[config.mk]
export PLATFORM = sky130hd
export DESIGN_NAME = keycode_uart_reporter
export DESIGN_NICKNAME = d
export VERILOG_FILES = /design/src/rtl/keycode_uart_reporter.sv
export SDC_FILE = /design/constraint.sdc
export NUM_CORES = 1
export LEC_CHECK = 0
export CORE_AREA = 2 2 129 131
export DETAILED_ROUTE_END_ITERATION = 10
export DIE_AREA = 0 0 131 133
export GPL_ROUTABILITY_DRIVEN = 0
export PLACE_DENSITY = 0.49
export SLEW_MARGIN = 10
export SYNTH_ARGS = -nofsm -noshare
export SYNTH_HDL_FRONTEND = slang
export SYNTH_SLANG_ARGS = --single-unit
[constraint.sdc]
create_clock -name clk -period 4.35 [get_ports clk]
set_input_delay 0.435 -clock clk [delete_from_list [all_inputs] [get_ports clk]]
set_output_delay 0.435 -clock clk [all_outputs]
set_load 0.05 [all_outputs]
[src/rtl/keycode_uart_reporter.sv]
// Purpose: report each new low-16-bit PS/2 keycode as "XXXX\r\n" over an 8N1 UART.
// Latency: start bit of the first char begins 6 clocks after the keycode settles.
// Backpressure: none upstream; one code in flight, one pending, extras dropped with overrun.
module keycode_uart_reporter #(
  parameter int CLK_FREQ_HZ = 100_000_000,
  parameter int BAUD        = 9600
) (
  input  logic        clk,
  input  logic        rstn,
  input  logic [31:0] keycode,
  output logic        tx,
  output logic        busy,
  output logic        overrun
);

  localparam int BAUD_DIV = CLK_FREQ_HZ / BAUD;
  localparam int CW       = $clog2(BAUD_DIV);
  localparam logic [CW-1:0] BAUD_LAST = CW'(BAUD_DIV - 1);

  typedef enum logic [2:0] {
    S_IDLE,
    S_LOAD,
    S_START,
    S_DATA,
    S_STOP
  } state_t;

  // Synchroniser, change detection and the single pending slot
  logic [15:0]   r_sync1, r_sync2, r_sync3;
  logic [15:0]   r_last_code;
  logic [15:0]   r_pend_code;
  logic          r_pend_vld;
  logic          r_overrun;

  // Transmit side
  state_t        r_state;
  logic [15:0]   r_frame_code;
  logic [2:0]    r_char_idx;
  logic [2:0]    r_bit_idx;
  logic [CW-1:0] r_baud_cnt;
  logic [7:0]    r_shift;
  logic          r_tx;
  logic          r_busy;

  logic          w_stable;
  logic          w_event;
  logic          w_consume;
  logic          w_baud_done;
  logic [3:0]    w_nib;
  logic [7:0]    w_char;
  logic          w_unused_hi;

  // The upper half of the keycode word carries nothing we report.
  assign w_unused_hi = ^keycode[31:16];

  assign w_stable    = (r_sync2 == r_sync3);
  assign w_event     = w_stable && (r_sync3 != r_last_code);
  // IDLE takes the pending code this cycle, so a same-cycle event is not an overrun.
  assign w_consume   = (r_state == S_IDLE) && r_pend_vld;
  assign w_baud_done = (r_baud_cnt == BAUD_LAST);

  assign tx      = r_tx;
  assign busy    = r_busy;
  assign overrun = r_overrun;

  // Bring the PS/2-domain keycode into clk through a 3-stage chain
  always_ff @(posedge clk or negedge rstn) begin
    if (!rstn) begin
      r_sync1 <= 16'h0000;
      r_sync2 <= 16'h0000;
      r_sync3 <= 16'h0000;
    end else begin
      r_sync1 <= keycode[15:0];
      r_sync2 <= r_sync1;
      r_sync3 <= r_sync2;
    end
  end

  // Latch new stable codes into the pending slot; newest value wins
  always_ff @(posedge clk or negedge rstn) begin
    if (!rstn) begin
      r_last_code <= 16'h0000;
      r_pend_code <= 16'h0000;
      r_pend_vld  <= 1'b0;
      r_overrun   <= 1'b0;
    end else begin
      r_overrun <= w_event && r_pend_vld && !w_consume;
      if (w_event) begin
        r_last_code <= r_sync3;
        r_pend_code <= r_sync3;
        r_pend_vld  <= 1'b1;
      end else if (w_consume) begin
        r_pend_vld  <= 1'b0;
      end
    end
  end

  // Pick the ASCII character for the current position in the report
  always_comb begin
    w_nib  = 4'h0;
    w_char = 8'h0A;
    case (r_char_idx)
      3'd0:    w_nib = r_frame_code[15:12];
      3'd1:    w_nib = r_frame_code[11:8];
      3'd2:    w_nib = r_frame_code[7:4];
      3'd3:    w_nib = r_frame_code[3:0];
      default: w_nib = 4'h0;
    endcase
    if (r_char_idx < 3'd4) begin
      w_char = (w_nib < 4'd10) ? (8'h30 + {4'h0, w_nib}) : (8'h37 + {4'h0, w_nib});
    end else if (r_char_idx == 3'd4) begin
      w_char = 8'h0D;
    end else begin
      w_char = 8'h0A;
    end
  end

  // Report FSM with registered tx/busy: 6 chars of start + 8 data + stop bits
  always_ff @(posedge clk or negedge rstn) begin
    if (!rstn) begin
      r_state      <= S_IDLE;
      r_frame_code <= 16'h0000;
      r_char_idx   <= 3'd0;
      r_bit_idx    <= 3'd0;
      r_baud_cnt   <= '0;
      r_shift      <= 8'h00;
      r_tx         <= 1'b1;
      r_busy       <= 1'b0;
    end else begin
      case (r_state)
        S_IDLE: begin
          r_tx       <= 1'b1;
          r_baud_cnt <= '0;
          if (r_pend_vld) begin
            r_frame_code <= r_pend_code;
            r_char_idx   <= 3'd0;
            r_busy       <= 1'b1;
            r_state      <= S_LOAD;
          end
        end
        S_LOAD: begin
          // The single idle-high clock between characters
          r_shift    <= w_char;
          r_tx       <= 1'b0;
          r_baud_cnt <= '0;
          r_state    <= S_START;
        end
        S_START: begin
          if (w_baud_done) begin
            r_baud_cnt <= '0;
            r_tx       <= r_shift[0];
            r_shift    <= {1'b0, r_shift[7:1]};
            r_bit_idx  <= 3'd0;
            r_state    <= S_DATA;
          end else begin
            r_baud_cnt <= r_baud_cnt + 1'b1;
          end
        end
        S_DATA: begin
          if (w_baud_done) begin
            r_baud_cnt <= '0;
            if (r_bit_idx == 3'd7) begin
              r_tx    <= 1'b1;
              r_state <= S_STOP;
            end else begin
              r_bit_idx <= r_bit_idx + 3'd1;
              r_tx      <= r_shift[0];
              r_shift   <= {1'b0, r_shift[7:1]};
            end
          end else begin
            r_baud_cnt <= r_baud_cnt + 1'b1;
          end
        end
        S_STOP: begin
          if (w_baud_done) begin
            r_baud_cnt <= '0;
            if (r_char_idx < 3'd5) begin
              r_char_idx <= r_char_idx + 3'd1;
              r_state    <= S_LOAD;
            end else begin
              r_busy  <= 1'b0;
              r_state <= S_IDLE;
            end
          end else begin
            r_baud_cnt <= r_baud_cnt + 1'b1;
          end
        end
        default: begin
          r_tx    <= 1'b1;
          r_busy  <= 1'b0;
          r_state <= S_IDLE;
        end
      endcase
    end
  end

endmodule

==> results.py <==
metrics = {
    "die": {
        "coreArea_sq_mm": 0.0162,
        "rows": 47,
        "initial_core_util_pct": 29.4,
        "io_pins": 37,
        "fp.dieH_um": 133,
        "die_width_um": 131,
        "dieArea_sq_mm": 0.0174,
    },
    "sta": {
        "fin_crit_sh_pct": 59.1,
        "rsz0062_at_grt": "false",
        "worst_pin_slew_ns": 0.901,
        "clock_skew_ns": 0.0159,
        "tns_ns": 0,
        "holdWs_ns": 0.102,
        "clock.fmax_mhz": 389,
        "setup_viol": 0,
        "final_hold_viol_count": 0,
        "fin_crit_ns": 2.57,
        "max-slew-margin-rel_pct": 39.8,
        "final_max_slew_viol_count": 0,
    },
    "pwr": {
        "p_leak_nw": 2.56,
        "peakVddDrop_uv": 267,
        "finalPower_mw": 2.55,
        "power.density_mw_per_mm2": 440,
    },
    "placement": {
        "io_buffer_count": 20,
        "dpl.cell_count": 617,
        "dp_hpwl_um": 5870,
    },
    "final_layout": {
        "num_antenna_cells": 0,
        "drive_gt1_share_pct": 17.9,
        "nets": 459,
        "final_cells": 649,
        "area_growth_pct": 22.0,
    },
    "run_status": {
        "status": "finished, final reports clean",
    },
    "synthesis": {
        "synth_top_area_cell": "dfrtp_1",
        "ys_types": 52,
        "synthFlopType": "dfrtp_1",
        "synth_edf_count": 0,
        "syn_area_per_cell_sq_um": 12.3,
        "synth_fp_nets": 428,
        "yosysTopAreaCellShare_pct": 59.6,
        "netlist_top_cells_area": "dfrtp_1 (60%), mux2_2 (7.8%), xnor2_1 (3.1%), xor2_1 (3.1%), o21ai_0 (2.8%)",
        "synth_area_sq_mm": 0.00475,
        "synthCells": 385,
        "ys_seq_area_share_pct": 60.1,
        "yosysWarningCount": 0,
        "ys_ff_latch": 114,
        "async_flop_share_pct": 100,
    },
    "critical_path": {
        "crit_buf_inv": 1,
        "reg2reg_slack_ns": 1.78,
        "crit_top_cell": "ha_1",
        "r2r-end": "r_shift[1]",
        "cpPeakStageDelay_ns": 0.45,
        "cp_data_required_time_ns": 4.68,
        "path_class": "flop to flop",
        "slowest_stage": "dfrtp_1",
        "rr_worst_depth": 8,
        "path_cells": "inv_1 > ha_1 > a222oi_1 > a2bb2oi_1 > or2_2 > ha_1 > a311o_1 > a21oi_1",
        "arrival_ns": 2.90,
        "cp_max_fo": 7,
        "worstReg2RegStart": "r_char_idx[0]",
        "crit_family": "compound AO/OA/AOI/OAI gates",
        "startpoint_type": "flop",
        "end_kind": "flop",
        "cp-startpoint": "r_char_idx[0]",
    },
    "routing": {
        "firstDrtPassIters": 4,
        "vias": 3043,
        "ant_nets": 0,
        "via_per_inst": 4.69,
        "drc": 0,
        "drt_iter0_drc": 105,
        "wirelength_um": 8880,
        "avgRoutedWirePerCell_um": 13.7,
    },
    "global_route": {
        "grt_pass1_vias": 3163,
        "antenna_found_initial": 0,
        "grt_overflow": 0,
        "grt_max_degree": 60,
        "grt_pass1_wl_um": 15900,
        "grt_use_total_pct": 11.7,
    },
    "min_path": {
        "min_path_type": "primary input to asynchronous set/reset pin",
    },
    "clock_network": {
        "clock_path_buffers": 2,
        "numCtsBuffers": 17,
        "cts_tree": "yes",
        "h-tree-depth": 4,
        "clk_pin_slew_worst_paths_ns": 0.06,
        "clock-sinks": 114,
        "cts_setup_buffers": 0,
        "post_cts.resized_instances": 0,
        "cts-root-buf": "clkbuf_16",
        "cts-hold-fix-buffers": 0,
        "clk_latency_ns": 0.42,
    },
    "job": {
        "drv_cap": 0,
    },
}
## layout make-up
cell class / instances / area [sq um]
clock buffers: 17 / 425
clock inverters: 15 / 163
fillers: 1606 / 10400
inverters: 7 / 26.3
multi-input cells: 252 / 1820
flip-flops and latches: 114 / 2850
well taps: 220 / 275
repair buffers: 24 / 228
## through the flow
stage | instance area [sq um] | setup slack, ns | utilization, %
2_1_floorplan | 4750 | 2.16 | -
3_3_place_gp | 5200 | 1.88 | 32.2
3_5_place_dp | 5200 | 1.81 | 32.2
4_1_cts | 5790 | 1.78 | 35.8
5_1_grt | 5790 | 1.55 | 35.8
6_report | 5790 | 1.78 | 35.8
## per-layer routing
layer  global-route usage [%]  part of all wire [%]  up-vias  routed length (um)
met5                        0                     0        -                   0
met4                     5.26                   1.9        0                 167
met3                     3.68                   3.7       14                 326
met2                     18.2                    48       61                4280
met1                     14.9                    46     1515                4110
li1                         -                     -     1453                   -
## state kept, by name, summed over array words and instances (netlist names)
| signal | count |
|---|---|
| r_shift | 7 |
| r_pend_code | 16 |
| r_sync2 | 16 |
| r_sync1 | 16 |
| r_baud_cnt | 14 |
| r_pend_vld | 1 |
| busy | 1 |
| overrun | 1 |
| r_state | 3 |
| r_sync3 | 16 |
| tx | 1 |
| r_char_idx | 3 |
| r_frame_code | 16 |
| r_bit_idx | 3 |
## synth_stat cells, types with 2 or more instances
cell / n
and3_1: 2
o21a_1: 2
nor3_1: 8
clkbuf_1: 8
a21oi_1: 12
nand2_1: 30
nor2_1: 15
buf_2: 3
nand3_1: 12
mux2_2: 33
o31ai_1: 2
nor2b_1: 3
a22o_1: 5
xor2_1: 17
xnor2_1: 17
a31oi_1: 3
o21ai_0: 27
nand4_1: 8
or3_1: 3
inv_1: 7
o22ai_1: 2
and2_1: 2
dfrtp_1: 113
mux2i_1: 2
mux2_1: 2
nor4_1: 5
a2bb2oi_1: 2
or4b_1: 2
o211ai_1: 3
a222oi_1: 4
ha_1: 9
or2_2: 2
## power by group
| part | internal (mW) | total (mW) | switching [mW] |
|---|---|---|---|
| Clock | 0.815 | 1.38 | 0.567 |
| Combinational | 0.0299 | 0.0606 | 0.0307 |
| Sequential | 1.09 | 1.10 | 0.0169 |
| Total | 1.93 | 2.55 | 0.615 |
## worst max-delay path by stage
| stage | end | slack, ns | cells past startpoint |
|---|---|---|---|
| after floorplan | r_shift[1] | 2.16 | 8 |
| after global placement | r_shift[1] | 1.88 | 8 |
| after detailed placement | r_shift[1] | 1.81 | 8 |
| after CTS | r_shift[1] | 1.78 | 8 |
| after global routing | r_shift[1] | 1.55 | 8 |
| final | r_shift[1] | 1.78 | 8 |
## worst register-to-register path, stage by stage (launching register included)
cell and delay [ns]:
dfrtp_1 0.45, inv_1 0.10, ha_1 0.28, a222oi_1 0.42
a2bb2oi_1 0.38, or2_2 0.19, ha_1 0.23, a311o_1 0.32
a21oi_1 0.12
## logic make-up after synthesis
logic type / count (synthesis) / synth area share, %
DFF: 114 / 60.1
and+or+nand+nor: 99 / 11.0
AOI/OAI and AO/OA: 73 / 9.96
muxes: 37 / 8.72
xor gates and xnor gates: 34 / 6.27
buffers and inverters: 19 / 1.58
adders and majority gates: 9 / 2.37
## cells in the final DEF (no fill, tap or decap), types with 15 or more instances in the layout
master / n
clkbuf_16: 17
clkdlybuf4s50_1: 19
dfrtp_1: 113
mux2_2: 33
nand2_1: 30
nor2_1: 15
o21ai_0: 27
xnor2_1: 17
xor2_1: 17
Note: power is estimated with default switching activity, not from simulation.
